===== src/rtl/fpmult.sv =====
// fpmult: multi-cycle IEEE-754 binary32 multiplier.
// One product per reset release: the operands are captured on the first edge
// with reset high, and the product appears four stages later with done held
// high until the next reset.
// Denormal inputs are flushed to zero, and tiny results flush to signed zero.
//
// Ports:
//   clk    - system clock, rising edge
//   reset  - synchronous, active-low; low clears the unit and re-arms LOAD
//   dataa  - operand A (binary32), sampled in LOAD only
//   datab  - operand B (binary32), sampled in LOAD only
//   result - registered product (binary32)
//   done   - high once result is valid, held until the next reset
module fpmult (
  input  logic        clk,
  input  logic        reset,
  input  logic [31:0] dataa,
  input  logic [31:0] datab,
  output logic [31:0] result,
  output logic        done
);

  typedef enum logic [2:0] {LOAD, MULT, NORM, ROUND, DONE} state_t;

  localparam logic [31:0] QNAN = 32'h7FC00000;

  state_t      state_q, state_d;
  logic [31:0] a_q, a_d;
  logic [31:0] b_q, b_d;
  logic        sign_q, sign_d;
  logic        special_q, special_d;
  logic [31:0] special_val_q, special_val_d;
  logic [9:0]  exp_q, exp_d;
  logic [47:0] prod_q, prod_d;
  logic [23:0] mant_q, mant_d;
  logic        guard_q, guard_d;
  logic        sticky_q, sticky_d;
  logic [31:0] pack_q, pack_d;
  logic [31:0] result_q, result_d;
  logic        done_q, done_d;

  // Operand classification on the captured operands. An exponent of zero
  // covers both true zero and denormals, which are treated as zero.
  logic        zero_a, zero_b, inf_a, inf_b, nan_a, nan_b;
  logic [47:0] sig_a, sig_b;
  logic        prod_sign;
  logic        round_up;
  logic [24:0] mant_rnd;
  logic [9:0]  exp_rnd;

  assign zero_a = (a_q[30:23] == 8'h00);
  assign zero_b = (b_q[30:23] == 8'h00);
  assign inf_a  = (a_q[30:23] == 8'hFF) && (a_q[22:0] == 23'd0);
  assign inf_b  = (b_q[30:23] == 8'hFF) && (b_q[22:0] == 23'd0);
  assign nan_a  = (a_q[30:23] == 8'hFF) && (a_q[22:0] != 23'd0);
  assign nan_b  = (b_q[30:23] == 8'hFF) && (b_q[22:0] != 23'd0);
  assign sig_a  = {24'd0, 1'b1, a_q[22:0]};
  assign sig_b  = {24'd0, 1'b1, b_q[22:0]};
  assign prod_sign = a_q[31] ^ b_q[31];

  // Next-state and datapath logic. Each state does one pipeline step and
  // hands off to the next; DONE latches the packed result exactly once.
  always_comb begin
    state_d       = state_q;
    a_d           = a_q;
    b_d           = b_q;
    sign_d        = sign_q;
    special_d     = special_q;
    special_val_d = special_val_q;
    exp_d         = exp_q;
    prod_d        = prod_q;
    mant_d        = mant_q;
    guard_d       = guard_q;
    sticky_d      = sticky_q;
    pack_d        = pack_q;
    result_d      = result_q;
    done_d        = done_q;
    round_up      = 1'b0;
    mant_rnd      = 25'd0;
    exp_rnd       = 10'd0;

    case (state_q)
      LOAD: begin
        a_d     = dataa;
        b_d     = datab;
        state_d = MULT;
      end

      MULT: begin
        sign_d = prod_sign;
        prod_d = sig_a * sig_b;
        // 10-bit wrap arithmetic gives the two's-complement biased sum.
        exp_d  = {2'b00, a_q[30:23]} + {2'b00, b_q[30:23]} - 10'd127;
        // Special operands are resolved here; the normal path still runs
        // but its value is discarded in ROUND.
        special_d     = 1'b0;
        special_val_d = 32'd0;
        if (nan_a || nan_b || ((inf_a || inf_b) && (zero_a || zero_b))) begin
          special_d     = 1'b1;
          special_val_d = QNAN;
        end else if (inf_a || inf_b) begin
          special_d     = 1'b1;
          special_val_d = {prod_sign, 8'hFF, 23'd0};
        end else if (zero_a || zero_b) begin
          special_d     = 1'b1;
          special_val_d = {prod_sign, 31'd0};
        end
        state_d = NORM;
      end

      NORM: begin
        // Product of two [1,2) significands lies in [1,4); bit 47 marks >= 2.
        if (prod_q[47]) begin
          mant_d   = prod_q[47:24];
          guard_d  = prod_q[23];
          sticky_d = |prod_q[22:0];
          exp_d    = exp_q + 10'd1;
        end else begin
          mant_d   = prod_q[46:23];
          guard_d  = prod_q[22];
          sticky_d = |prod_q[21:0];
        end
        state_d = ROUND;
      end

      ROUND: begin
        // Nearest-even: round up above half, or at exactly half when odd.
        round_up = guard_q & (sticky_q | mant_q[0]);
        mant_rnd = {1'b0, mant_q} + {24'd0, round_up};
        exp_rnd  = exp_q;
        if (mant_rnd[24]) begin
          mant_rnd = mant_rnd >> 1;
          exp_rnd  = exp_rnd + 10'd1;
        end
        if (special_q) begin
          pack_d = special_val_q;
        end else if ($signed(exp_rnd) >= $signed(10'd255)) begin
          pack_d = {sign_q, 8'hFF, 23'd0};
        end else if ($signed(exp_rnd) <= $signed(10'd0)) begin
          pack_d = {sign_q, 31'd0};
        end else begin
          pack_d = {sign_q, exp_rnd[7:0], mant_rnd[22:0]};
        end
        state_d = DONE;
      end

      DONE: begin
        if (!done_q) begin
          result_d = pack_q;
          done_d   = 1'b1;
        end
      end

      default: state_d = LOAD;
    endcase
  end

  // State register with synchronous active-low clear; a low reset at any
  // point aborts the operation and re-arms LOAD.
  always_ff @(posedge clk) begin
    if (!reset) begin
      state_q       <= LOAD;
      a_q           <= 32'd0;
      b_q           <= 32'd0;
      sign_q        <= 1'b0;
      special_q     <= 1'b0;
      special_val_q <= 32'd0;
      exp_q         <= 10'd0;
      prod_q        <= 48'd0;
      mant_q        <= 24'd0;
      guard_q       <= 1'b0;
      sticky_q      <= 1'b0;
      pack_q        <= 32'd0;
      result_q      <= 32'd0;
      done_q        <= 1'b0;
    end else begin
      state_q       <= state_d;
      a_q           <= a_d;
      b_q           <= b_d;
      sign_q        <= sign_d;
      special_q     <= special_d;
      special_val_q <= special_val_d;
      exp_q         <= exp_d;
      prod_q        <= prod_d;
      mant_q        <= mant_d;
      guard_q       <= guard_d;
      sticky_q      <= sticky_d;
      pack_q        <= pack_d;
      result_q      <= result_d;
      done_q        <= done_d;
    end
  end

  assign result = result_q;
  assign done   = done_q;

endmodule


===== config.mk =====
export PLATFORM = sky130hd
export DESIGN_NAME = fpmult
export DESIGN_NICKNAME = d
export VERILOG_FILES = /design/src/rtl/fpmult.sv
export SDC_FILE = /design/constraint.sdc
export NUM_CORES = 2
export LEC_CHECK = 0
export CAP_MARGIN = 20
export CORE_ASPECT_RATIO = 0.6
export CORE_MARGIN = 8
export CORE_UTILIZATION = 40
export CTS_CLUSTER_SIZE = 25
export DETAILED_ROUTE_END_ITERATION = 6
export PLACE_DENSITY = 0.67
export SYNTH_ARGS = -nofsm -noshare
export SYNTH_HDL_FRONTEND = slang
export SYNTH_SLANG_ARGS = --single-unit

===== constraint.sdc =====
create_clock -name clk -period 6.7 [get_ports clk]
set_input_delay 1.675 -clock clk [delete_from_list [all_inputs] [get_ports clk]]
set_output_delay 1.675 -clock clk [all_outputs]
set_load 0.005 [all_outputs]

==> qor.csv <==
stage,metric,value,unit
setup_path,criticalPathCategory,flip-flop to flip-flop,
final_layout,finalCoreUtilization,48.5,%
global_route,first_pass_grt_wire_length,138,mm
synthesis,mapped_cells,3382,
clock_tree,clockBufferDepth,3,
placed_design,place_congestion,0.958,
floorplanning,fp.dieArea,80600,um^2
setup_path,r2r_slack,0.009,ns
synthesis,synth_seq_cells,221,
clock_tree,ctsRootBufferMaster,sky130_fd_sc_hd__clkbuf_16,
floorplanning,die_wd,361,um
placed_design,place.port_buffers,98,
synthesis,post-synth-top-count-cell,sky130_fd_sc_hd__inv_1,
clock_tree,clkTransAtPathRegs,0.07,ns
timing,finalSetupViolCount,0,
timing,final_setup_margin,0.00950,ns
routing,postRouteAntennaNets,0,
final_layout,syn_to_final_growth,20.8,%
timing,unrepaired_setup_endpoints_after_global_routing,yes,
final_layout,post_route_cells_drive_above_1_share,15.4,%
routing,via_count,23800,
routing,drc,0,
clock_tree,clk-insertion-delay-late,0.60,ns
synthesis,avgSynthCellArea,8.45,um^2
placed_design,placement.setup.worst_slack,-0.479,ns
power_and_ir_drop,p_leak,15.9,nW
setup_path,timing.critical_path.cells,clkinvlp_4 > buf_6 > nor2_4 > fa_1 > fa_1 > inv_2 > fa_1 > inv_2 > fa_1 > inv_2 > fa_1 > inv_2 > fa_1 > inv_1 > fa_1 > inv_2 > ha_4 > nand4_1 > or4b_4 > o211a_4 > a211o_1 > a211o_1 > and3_4 > o31ai_2,
synthesis,synth_enable_flop_cells,0,
power_and_ir_drop,comb_power_share,60.8,%
final_layout,design.final.nets,4383,
setup_path,crit_path_start_kind,flip-flop,
floorplanning,std_cell_rows,76,
setup_path,crit_path_max_fanout,3,
power_and_ir_drop,switching_fraction,44.5,%
job,cap_viol_max_count,0,
timing,final.setup_skew,0.0409,ns
power_and_ir_drop,power_switching,3.58,mW
timing,relSlewSlack,35.7,%
synthesis,yosysUniqueCellTypes,81,
setup_path,cpMaxStageDelayCell,sky130_fd_sc_hd__fa_1,
global_route,number_of_global_route_vias_before_repair,24300,
setup_path,crit_top_cell,sky130_fd_sc_hd__fa_1,
hold_path,hold_class,flip-flop to flip-flop,
clock_tree,cts_buffers,26,
power_and_ir_drop,power.sequential.fraction,20.5,%
setup_path,cp_slowest_stage_delay,0.54,ns
timing,finalMaxSlewViolations,0,
synthesis,yosysSeqAreaShare,15.5,%
clock_tree,clock_sink_count,221,
synthesis,post_synth_most_frequent_cells,"sky130_fd_sc_hd__inv_1, sky130_fd_sc_hd__nand2_1, sky130_fd_sc_hd__fa_1",
setup_path,critical_path_sink_type,flip-flop,
power_and_ir_drop,clkPwrFrac,18.7,%
routing,route.detailed.vias_per_inst,5.19,
floorplanning,pin_count,99,
timing,final_hold_viol_count,0,
floorplanning,floorplan.die.height,223,um
global_route,gr-usage-all-layers,21.3,%
setup_path,worstPathArrival,7.18,ns
final_layout,fillers,6638,
floorplanning,initial_utilization,40.1,%
synthesis,netlist.top_cell.by_area,sky130_fd_sc_hd__fa_1,
timing,worst-slew-pin-transition,0.956,ns
synthesis,netlist_top_cells_area,"sky130_fd_sc_hd__fa_1, sky130_fd_sc_hd__dfxtp_1, sky130_fd_sc_hd__ha_1, sky130_fd_sc_hd__inv_1, sky130_fd_sc_hd__nand2_1",
placed_design,detailed_place_hpwl,70.0,mm
routing,totalWireLength,86.0,mm
global_route,antenna_found_initial,1,
synthesis,syn-cell-area,28600,um^2
global_route,grt_overflow,0,
timing,clock.fmax,0.149,GHz
synthesis,asyncSetResetFlopFracSynth,0,%
clock_tree,cts_htree_levels,1,
power_and_ir_drop,internal_power,4.48,mW
routing,routedWlPerCell,18.7,um
synthesis,mappedNetlistNets,4122,
clock_tree,tritoncts,yes,
routing,initialDrtViolationCount,1939,
timing,min_period_over_period,99.9,%
power_and_ir_drop,ir_drop,0.183,mV
synthesis,ys.flop_type,sky130_fd_sc_hd__dfxtp_1,
synthesis,synth-warning-count,0,
floorplanning,fp.coreArea,71200,um^2
run_status,status,finished clean,
timing,period_needed,6.69,ns
routing,drt_pass1_iterations,7,
power_and_ir_drop,power-per-cell-area,233,nW/um^2
setup_path,crit_required,7.19,ns
synthesis,synthDominantCellAreaShare,33.8,%
global_route,grt_start_max_net_pins,106,
## metrics by stage
stage | total power [mW] | hold slack (ns) | std cells | setup TNS (ns) | instance area (um^2)
after floorplan | 4.28 | 0.425 | 3382 | 0 | 28600
after global placement | 5.96 | 0.439 | 4503 | -3.78 | 32300
after detailed placement | 6.01 | 0.441 | 4503 | -4.32 | 32300
after CTS | 7.78 | 0.453 | 4570 | 0 | 33800
after global routing | 8.72 | 0.472 | 4595 | -1.27 | 34500
final | 8.06 | 0.450 | 4595 | 0 | 34500
## cell type report
| class | count | area, um^2 | share of cell area [%] |
|---|---|---|---|
| Multi-Input combinational cell | 2365 | 21700 | 62.9 |
| Antenna cell | 1 | 2.50 | 0.00725 |
| Sequential cell | 221 | 4530 | 13.1 |
| Clock buffer | 28 | 668 | 1.94 |
| Timing Repair Buffer | 432 | 3980 | 11.5 |
| Clock inverter | 15 | 211 | 0.612 |
| Inverter | 597 | 2260 | 6.53 |
| Tap cell | 936 | 1170 | 3.39 |
## logic make-up (layout without fill, tap and decap cells)
family / count (synthesis) / count (layout) / share of synthesized area [%]
other: 0 / 1 / 0
buffers and inverters: 796 / 1072 / 10.6
adder cells (fa/ha/maj): 674 / 674 / 42.2
multiplexers: 31 / 31 / 1.09
flip-flops: 221 / 221 / 15.5
AO/OA/AOI/OAI: 450 / 450 / 9.99
AND/OR/NAND/NOR: 1148 / 1148 / 18.7
XOR/XNOR: 62 / 62 / 1.90
## sequential cells by signal, indices dropped and copies added (netlist names)
register and count:
guard_q 1, mant_q 24, sign_q 1, state_q 3
done 1, prod_q 48, special_val_q 3, result 32
pack_q 32, special_q 1, b_q 32, exp_q 10
a_q 32, sticky_q 1
## power groups by stage
stage / clock network [mW] / registers, mW / logic (mW)
finish: 1.51 / 1.65 / 4.90
global route: 1.61 / 1.67 / 5.44
CTS: 1.55 / 1.64 / 4.59
detailed placement: 0 / 1.67 / 4.35
global placement: 0 / 1.66 / 4.29
floorplan: 0 / 1.58 / 2.70
## routing by layer
layer,GRT usage (%),vias to the layer above,routed length [um]
met3,8.42,83,11400
met5,0,-,0
met2,29.1,1008,33000
met1,32.0,11700,40300
met4,3.02,0,1190
li1,-,11000,-
## worst paths after layout
kind | from | to | cells after the start
setup / recovery | a_q[8]$_SDFFE_PN0P_ | prod_q[35]$_SDFFE_PN0P_ | 24
hold / removal | pack_q[2]$_SDFFE_PN0P_ | pack_q[2]$_SDFFE_PN0P_ | 2
setup reg to reg | a_q[8]$_SDFFE_PN0P_ | prod_q[35]$_SDFFE_PN0P_ | 24
hold reg to reg | pack_q[2]$_SDFFE_PN0P_ | pack_q[2]$_SDFFE_PN0P_ | 2
## placed cells by master (no fill, tap or decap), drive strengths merged, types with 8 or more instances in the layout
| cell type | count |
|---|---|
| a32o | 10 |
| mux2i | 30 |
| nand3 | 43 |
| o21bai | 11 |
| o21ai | 69 |
| and2 | 255 |
| buf | 333 |
| o31ai | 8 |
| xor2 | 26 |
| clkbuf | 29 |
| ha | 191 |
| or3 | 8 |
| a31oi | 13 |
| a21o | 20 |
| o211ai | 15 |
| clkinv | 9 |
| xnor2 | 36 |
| clkdlybuf4s50 | 98 |
| and3 | 16 |
| a211oi | 40 |
| o22ai | 8 |
| nor4 | 23 |
| nand2 | 587 |
| a21oi | 209 |
| fa | 483 |
| inv | 596 |
| nor3 | 26 |
| dfxtp | 221 |
| nand4 | 23 |
| nor2 | 133 |
## worst max-delay path, delay by kind of cell (launching register included)
| family | cells | cell delay (ns) |
|---|---|---|
| simple gates | 4 | 0.94 |
| buf+inv | 8 | 0.60 |
| fa+ha+maj | 8 | 3.74 |
| flops | 1 | 0.40 |
| compound gates | 4 | 0.90 |
## what timing repair did
item / CTS / global route
resized for setup: 127 / 123
setup endpoints to repair: 20 / 24
pin swaps: 46 / 82
gates cloned: 0 / 2
hold buffers: 0 / 0
buffers inserted: 28 / 18
hold endpoints to repair: 0 / 0
No activity file was read; power rests on OpenSTA's default activity.
